**src/rtl/motor_cmd_scheduler.sv**
```systemverilog
// Frame-synchronous throttle sequencer for four ESCs: arming, per-frame slew
// limiting, and zeroing on disarm or command timeout.
module motor_cmd_scheduler #(
  parameter int FRAME_CYC      = 20002,
  parameter int MAX_VAL        = 1000,
  parameter int SLEW_STEP      = 50,
  parameter int ARM_FRAMES     = 50,
  parameter int TIMEOUT_FRAMES = 25
) (
  input  logic        clk,
  input  logic        rst,
  input  logic        arm_req,
  input  logic        cmd_valid,
  output logic        cmd_ready,
  input  logic [11:0] cmd_val [0:3],
  output logic [11:0] val [0:3],
  output logic        frame_strobe,
  output logic        armed,
  output logic        failsafe
);

  // state    | meaning
  // DISARMED | val held at zero, waiting for arm_req at a frame boundary
  // ARMING   | arm_req held, counting frames before commands are honoured
  // ARMED    | latched commands drive val through the slew limiter
  // FAILSAFE | command timeout, val zero until arm_req drops
  typedef enum logic [1:0] {DISARMED, ARMING, ARMED, FAILSAFE} state_t;

  localparam int CNT_W = (FRAME_CYC > 1) ? $clog2(FRAME_CYC) : 1;
  localparam int ARM_W = (ARM_FRAMES > 1) ? $clog2(ARM_FRAMES) : 1;
  localparam int TO_W  = (TIMEOUT_FRAMES > 1) ? $clog2(TIMEOUT_FRAMES) : 1;

  localparam logic [CNT_W-1:0]   CNT_LAST = CNT_W'(FRAME_CYC - 1);
  localparam logic [ARM_W-1:0]   ARM_LAST = ARM_W'(ARM_FRAMES - 1);
  localparam logic [TO_W-1:0]    TO_LAST  = TO_W'(TIMEOUT_FRAMES - 1);
  localparam logic [11:0]        MAX_V    = 12'(MAX_VAL);
  localparam logic [11:0]        STEP_V   = 12'(SLEW_STEP);
  localparam logic signed [12:0] STEP_S   = 13'(SLEW_STEP);

  logic [CNT_W-1:0] cnt;
  logic             pend_full;
  logic [11:0]      pend [0:3];
  logic             accept;

  state_t           state, state_nxt;
  logic [ARM_W-1:0] arm_cnt, arm_cnt_nxt;
  logic [TO_W-1:0]  since_cmd, since_nxt;
  logic [11:0]      target [0:3];
  logic [11:0]      target_nxt [0:3];
  logic [11:0]      val_nxt [0:3];

  function automatic logic [11:0] clamp(input logic [11:0] x);
    clamp = (x > MAX_V) ? MAX_V : x;
  endfunction

  // Operands stay within 0..MAX_VAL, so a 13-bit signed difference cannot wrap.
  function automatic logic [11:0] slew(input logic [11:0] cur, input logic [11:0] tgt);
    logic signed [12:0] diff;
    diff = $signed({1'b0, tgt}) - $signed({1'b0, cur});
    if (diff > STEP_S)       slew = cur + STEP_V;
    else if (diff < -STEP_S) slew = cur - STEP_V;
    else                     slew = tgt;
  endfunction

  always_comb begin
    frame_strobe = (cnt == CNT_LAST);
    cmd_ready    = !pend_full || frame_strobe;
    accept       = cmd_valid && cmd_ready;
    armed        = (state == ARMED);
    failsafe     = (state == FAILSAFE);
  end

  always_ff @(posedge clk) begin
    if (rst || frame_strobe) cnt <= '0;
    else                     cnt <= cnt + CNT_W'(1);
  end

  // A strobe consumes the held entry; an accept in the same cycle refills it.
  always_ff @(posedge clk) begin
    if (rst) begin
      pend_full <= 1'b0;
      for (int i = 0; i < 4; i++) pend[i] <= '0;
    end else if (accept) begin
      pend_full <= 1'b1;
      for (int i = 0; i < 4; i++) pend[i] <= clamp(cmd_val[i]);
    end else if (frame_strobe) begin
      pend_full <= 1'b0;
    end
  end

  always_ff @(posedge clk) begin
    if (rst) begin
      state     <= DISARMED;
      arm_cnt   <= '0;
      since_cmd <= '0;
      for (int i = 0; i < 4; i++) begin
        target[i] <= '0;
        val[i]    <= '0;
      end
    end else begin
      state     <= state_nxt;
      arm_cnt   <= arm_cnt_nxt;
      since_cmd <= since_nxt;
      for (int i = 0; i < 4; i++) begin
        target[i] <= target_nxt[i];
        val[i]    <= val_nxt[i];
      end
    end
  end

  always_comb begin
    state_nxt   = state;
    arm_cnt_nxt = arm_cnt;
    since_nxt   = since_cmd;
    for (int i = 0; i < 4; i++) begin
      target_nxt[i] = target[i];
      val_nxt[i]    = val[i];
    end

    // Disarm is honoured immediately, not at the frame boundary.
    if (state != DISARMED && !arm_req) begin
      state_nxt = DISARMED;
      for (int i = 0; i < 4; i++) begin
        target_nxt[i] = '0;
        val_nxt[i]    = '0;
      end
    end else if (frame_strobe) begin
      case (state)
        DISARMED: begin
          if (arm_req) begin
            state_nxt   = ARMING;
            arm_cnt_nxt = '0;
          end
        end
        ARMING: begin
          if (arm_cnt == ARM_LAST) begin
            state_nxt = ARMED;
            since_nxt = '0;
            for (int i = 0; i < 4; i++) target_nxt[i] = pend_full ? pend[i] : 12'd0;
          end else begin
            arm_cnt_nxt = arm_cnt + ARM_W'(1);
          end
        end
        ARMED: begin
          if (pend_full) begin
            since_nxt = '0;
            for (int i = 0; i < 4; i++) begin
              target_nxt[i] = pend[i];
              val_nxt[i]    = slew(val[i], pend[i]);
            end
          end else if (since_cmd == TO_LAST) begin
            state_nxt = FAILSAFE;
            for (int i = 0; i < 4; i++) val_nxt[i] = '0;
          end else begin
            since_nxt = since_cmd + TO_W'(1);
            for (int i = 0; i < 4; i++) val_nxt[i] = slew(val[i], target[i]);
          end
        end
        FAILSAFE: begin
          for (int i = 0; i < 4; i++) val_nxt[i] = '0;
        end
        default: state_nxt = DISARMED;
      endcase
    end
  end

endmodule

```
**config.mk**
```make
export PLATFORM = sky130hd
export DESIGN_NAME = motor_cmd_scheduler
export DESIGN_NICKNAME = d
export VERILOG_FILES = /design/src/rtl/motor_cmd_scheduler.sv
export SDC_FILE = /design/constraint.sdc
export NUM_CORES = 1
export LEC_CHECK = 0
export CORE_UTILIZATION = 59
export DETAILED_ROUTE_END_ITERATION = 10
export DONT_BUFFER_PORTS = 1
export PLACE_DENSITY = 0.76
export SYNTH_ARGS = -nofsm -noshare
export SYNTH_HDL_FRONTEND = slang
export SYNTH_SLANG_ARGS = --single-unit
```
**constraint.sdc**
```tcl
create_clock -name clk -period 8.9 [get_ports clk]
set_input_delay 1.335 -clock clk [delete_from_list [all_inputs] [get_ports clk]]
set_output_delay 1.335 -clock clk [all_outputs]
set_load 0.005 [all_outputs]
```
==> flow_summary.yaml, run 1 <==
setup_path:
  arrival_ps: 4570
  worst-path-max-fanout: 12
  end_kind: "register"
  reg2reg_to: "val[16]"
  criticalPathCategory: "register to register"
  r2r_slack_ps: 4660
  startpoint_type: "register"
  r2r_start: "val[13]"
  cp.required_ps: 9230
  r2r_cells: 12
sta:
  post-route-min-period_ps: 4240
  max_freq_mhz: 236
  grt_setup_unrepaired: "no"
  period_share: 0.476
  fin_tns_setup_ps: 0
  fin_skew_ps: 14.1
  setup_viol: 0
  slew_headroom: 0.208
  worstMarginPinSlew_ps: 1180
  finalHoldViolations: 0
  final_max_slew_viol_count: 0
floorplan:
  die_y_um: 165
  ios: 104
  rows: 59
  start_util: 0.600
  die-area_um2: 27200
  die_w_um: 165
  coreArea_um2: 26100
logic_synthesis:
  synth_edf_count: 48
  synth.area.top_cells: "dfxtp_1, edfxtp_1, ha_1"
  avgSynthCellArea_um2: 7.79
  synth_area_um2: 15600
  synth_cell_types: 94
  yosys_warnings: 0
  synth_top_cells_by_count: "nor2_1, nand2_1, a21oi_1"
  synth.most_common_cell: "nor2_1"
  synth_seq_cells: 173
  synth_flop_cell: "dfxtp_1"
  synth_top_area_share: 0.160
  netlist_instances: 2008
  ys_seq_area_frac: 0.252
  yosysTopAreaCell: "dfxtp_1"
  synthArstFlopShare: 0
clock_network:
  cts_resized: 0
  root_buffer: "clkbuf_16"
  clockBufferDepth: 2
  numCtsBuffers: 17
  clock_latency_ps: 440
  cts_tree: "yes"
  clk_pin_slew_ps: 70
  cts-hold-fix-buffers: 0
  cts_sinks: 173
  cts_setup_buffers: 0
  htree_levels: 4
detailed_routing:
  dr_total_vias: 15800
  firstDrtPassIters: 8
  post-route-drc-count: 0
  wl_mm: 47.7
  routedWlPerCell_um: 20.6
  ant_nets: 0
  routed_via_density: 6.84
  drtIter0Drc: 1790
placed_design:
  dp_hpwl_mm: 34.8
  place_congestion: 0.983
  place_area_um2: 15900
  io_buffers: 0
  numPlacedInstances: 2278
min_path:
  hold_path.class: "register to register"
  min_from: "target[0][0]"
  hold_depth: 2
  min_to: "target[0][0]"
finish:
  fin_area_um2: 16500
  fillers: 2313
  antenna_cells: 0
  final_cells: 2310
  drive_gt1_frac: 0.0451
  fin_nets: 2137
  area_growth_pct: 5.54
power:
  power_density_nw_per_um2: 120
  peakVddDrop_mv: 0.118
  leakagePower_nw: 6.25
global_route:
  grt_pass1_vias: 14500
  grt_pass1_wl_mm: 74.3
  antenna_found_initial: 0
  grt.total_usage: 0.347
  overflow: 0
  grt_max_degree: 56
flow_run:
  drv_cap: 0
outcome:
  outcome: "finished, final reports clean"
## cell type report
type / count / area, um^2 / area share
multi-input cells: 1644 / 11000 / 0.665
flip-flops and latches: 173 / 3940 / 0.239
clock buffers: 18 / 429 / 0.0260
inverters: 112 / 420 / 0.0255
well taps: 335 / 419 / 0.0254
clock inverters: 14 / 205 / 0.0124
repair buffers: 14 / 105 / 0.00637
## placed cells by master (no fill, tap or decap), types with 22 or more instances in the layout
| cell | n |
|---|---|
| a221oi_1 | 36 |
| edfxtp_1 | 48 |
| o21ai_1 | 22 |
| nor3_1 | 52 |
| a21o_1 | 25 |
| a21oi_1 | 156 |
| xor2_1 | 34 |
| o21ai_0 | 89 |
| ha_1 | 115 |
| nor2b_1 | 27 |
| nor2_1 | 184 |
| nand2_1 | 160 |
| nand3_1 | 115 |
| dfxtp_1 | 125 |
| inv_1 | 110 |
| nand2b_1 | 23 |
| and3_1 | 27 |
| and2_1 | 30 |
| xnor2_1 | 75 |
| or3_1 | 32 |
| o211ai_1 | 27 |
| o21a_1 | 37 |
## sequential cells by signal (all words and copies together) (netlist names)
name	count
arm_cnt	6
cnt	15
pend_full	1
state	2
target	48
val	48
since_cmd	5
pend	48
## metal layers
layer,vias up,part of all wire,GRT usage
met4,0,0.035,0.148
met1,7384,0.42,0.464
met5,-,0,0
met3,150,0.10,0.0638
met2,848,0.44,0.546
li1,7408,-,-
## where the power goes
group	switching [mW]	total (mW)	internal [mW]
clock	0.349	0.826	0.477
combinational	0.188	0.297	0.108
sequential	0.0261	0.855	0.829
## cells by family (layout without fill, tap and decap cells)
kind of cell | after synthesis | after routing | synth area share
AO/OA/AOI/OAI | 627 | 627 | 0.277
XOR/XNOR | 110 | 110 | 0.0621
adder cells (fa/ha/maj) | 123 | 123 | 0.102
buffers and inverters | 198 | 158 | 0.0489
flip-flops | 173 | 173 | 0.252
multiplexers | 23 | 23 | 0.0157
other | 1 | 8 | 0.000240
AND/OR/NAND/NOR | 753 | 753 | 0.241
## metrics by stage
stage	hold slack (ps)	util	power [mW]	setup WS [ps]
global route	472	0.633	2.04	4450
global placement	440	0.609	1.15	4890
floorplan	432	-	1.09	5390
CTS	463	0.633	1.97	4750
detailed placement	452	0.609	1.16	4790
finish	468	0.633	1.98	4660
## worst max path at each step
stage | cells past startpoint | slack (ps) | to | from
floorplan | 13 | 5390 | val[37] | val[43]
global placement | 12 | 4890 | val[27] | val[25]
detailed placement | 12 | 4790 | val[27] | val[25]
CTS | 13 | 4750 | val[15] | val[13]
global route | 13 | 4450 | val[16] | val[16]
finish | 12 | 4660 | val[16] | val[13]
## critical path, cell delays in order (launching register included)
cell       delay, ps
dfxtp_1          660
inv_1            260
ha_1             360
nor2b_1          140
o2111ai_1        270
a21oi_1          180
o41ai_2          350
xor2_1           180
and4b_1          330
nor2_1           760
a41o_1           280
a2111oi_0         90
a211o_1          260
(Power assumes the default switching activity.)
==> run 2: changes to the inputs <==
PLACE_DENSITY = 0.79   (was 0.76)
clock period = 3.8 ns   (was 8.9 ns; I/O delays follow)
==> run 2 against run 1 <==
  * Utilization rose by 2.0 points
  * Hold slack worse by 270 ps
  * Flip-flop and latch count stayed put
  * Maximum frequency is 15% higher
  * Clock skew about the same
  * Setup slack got worse by 4600 ps
  * Sequential power grew 130%
  * Critical path type unchanged
  * Design area grew 3.1%
  * Total power increased by 130%
==> flow_summary.yaml, run 2 (synthesis results as in run 1) <==
setup_path:
  slowest_delay_ps: 550
  end_kind: "register"
  path_delay_family: "compound AO/OA/AOI/OAI gates"
  worst-path-max-fanout: 22
  r2r_cells: 12
  cp.depth: 12
  criticalPathCategory: "register to register"
  cp_common_cell: "a211oi_1"
  cp.required_ps: 4150
  crit_chain: "ha_1, fa_1, nor2b_4, o21ai_2, a211oi_1, nor2_1, o311a_1, or4_4, o21a_4, o21ai_0, a31oi_1, a211oi_1"
  slowest_stage: "or4_4"
  arrival_ps: 4050
  worstPathBufferInverterCount: 0
  startpoint_type: "register"
floorplan:
  rows: 59
  coreArea_um2: 26100
  ios: 104
  die_w_um: 165
  die-area_um2: 27200
  start_util: 0.600
  die_y_um: 165
power:
  leakagePower_nw: 6.56
  power.total_mw: 4.62
  power_density_nw_per_um2: 271
  peakVddDrop_mv: 0.257
global_route:
  antenna_found_initial: 0
  grt_pass1_wl_mm: 74.8
  grt.total_usage: 0.350
  grt_max_degree: 56
  overflow: 0
  grt_pass1_vias: 14900
detailed_routing:
  routed_via_density: 6.79
  dr_total_vias: 16100
  firstDrtPassIters: 6
  post-route-drc-count: 0
  drtIter0Drc: 1748
  wl_mm: 48.4
  routedWlPerCell_um: 20.4
  ant_nets: 0
min_path:
  hold_depth: 1
  hold_path.class: "input port to register"
finish:
  reg.largest.list: "pend (48), target (48), val (48)"
  final_core_util: 0.653
  fillers: 2271
  final_cell_mix: "nor2_1, nand2_1, a21oi_1"
  fin_nets: 2196
  drive_gt1_frac: 0.0752
  layout_commonest_cell: "nor2_1"
  area_growth_pct: 8.81
  antenna_cells: 0
clock_network:
  root_buffer: "clkbuf_16"
  cts_sinks: 173
  clockBufferDepth: 2
  cts-hold-fix-buffers: 0
  htree_levels: 4
  cts_tree: "yes"
  clock_latency_ps: 440
  numCtsBuffers: 17
  clk_pin_slew_ps: 70
placed_design:
  dp_hpwl_mm: 36.3
  place_congestion: 0.996
  io_buffers: 0
outcome:
  outcome: "finished, final reports clean"
sta:
  final_max_slew_viol_count: 0
  max_freq_mhz: 271
  grt_setup_unrepaired: "no"
  post-route-min-period_ps: 3690
  period_share: 0.972
  setup_viol: 0
  fin_skew_ps: 13.8
  fin_tns_setup_ps: 0
  slew_headroom: 0.230
  worstMarginPinSlew_ps: 1150
  final.hold.worst_slack_ps: 196
  finalHoldViolations: 0
flow_run:
  drv_cap: 0
==> run 2: cell count changes in the layout (fill, tap and decap cells not counted), sizes merged <==
cell      before  now
inv          116  112
buf           14   73
clkbuf        18   23
clkinv         5    3
clkinvlp       1    2
==> run 2: path summary, 6_finish.rpt <==
path	to	slack, ps	startpoint
max	val[36]	110	val[36]
min	pend_full	200	rst
max reg2reg	val[36]	110	val[36]
min reg2reg	target[0][0]	470	target[0][0]
==> run 2: through the flow <==
step / instances / setup WS [ps] / cell area, um^2
2_1_floorplan: 2015 / 285 / 15700
3_3_place_gp: 2336 / 226 / 16400
3_5_place_dp: 2336 / 145 / 16400
4_1_cts: 2368 / 135 / 17000
5_1_grt: 2369 / 2.25 / 17000
6_report: 2369 / 106 / 17000
==> run 2: worst reg2reg max path, delay by kind of cell (launching register included) <==
kind / cells / cell delay (ps)
flops: 1 / 380
compound gates: 7 / 1740
simple gates: 3 / 790
fa+ha+maj: 2 / 690
==> run 2: where the power goes <==
| part | internal, mW | switching, mW |
|---|---|---|
| Sequential | 1.94 | 0.0617 |
| Combinational | 0.269 | 0.452 |
| Clock | 1.12 | 0.768 |
| Total | 3.34 | 1.28 |
==> run 2: layout make-up <==
type | instances | area, um^2 | share of cell area
inverter | 112 | 420 | 0.0247
timing repair buffer | 73 | 598 | 0.0352
tap | 335 | 419 | 0.0246
sequential | 173 | 3950 | 0.232
clock inverter | 9 | 161 | 0.00949
clock buffer | 23 | 458 | 0.0269
multi-input combinational | 1644 | 11000 | 0.647
==> run 2: timing repair <==
action | in CTS | in global routing
setup endpoints to repair | 0 | 17
setup buffers | 0 | 1
gates resized for setup | 0 | 10
==> run 2: routing by layer <==
layer  vias to the layer above  GRT usage  wire (um)
li1                       7534          -          -
met1                      7548      0.439      19700
met2                       829      0.574      22000
met3                       164     0.0693       4660
met4                         0      0.169       2030
met5                         -          0          0
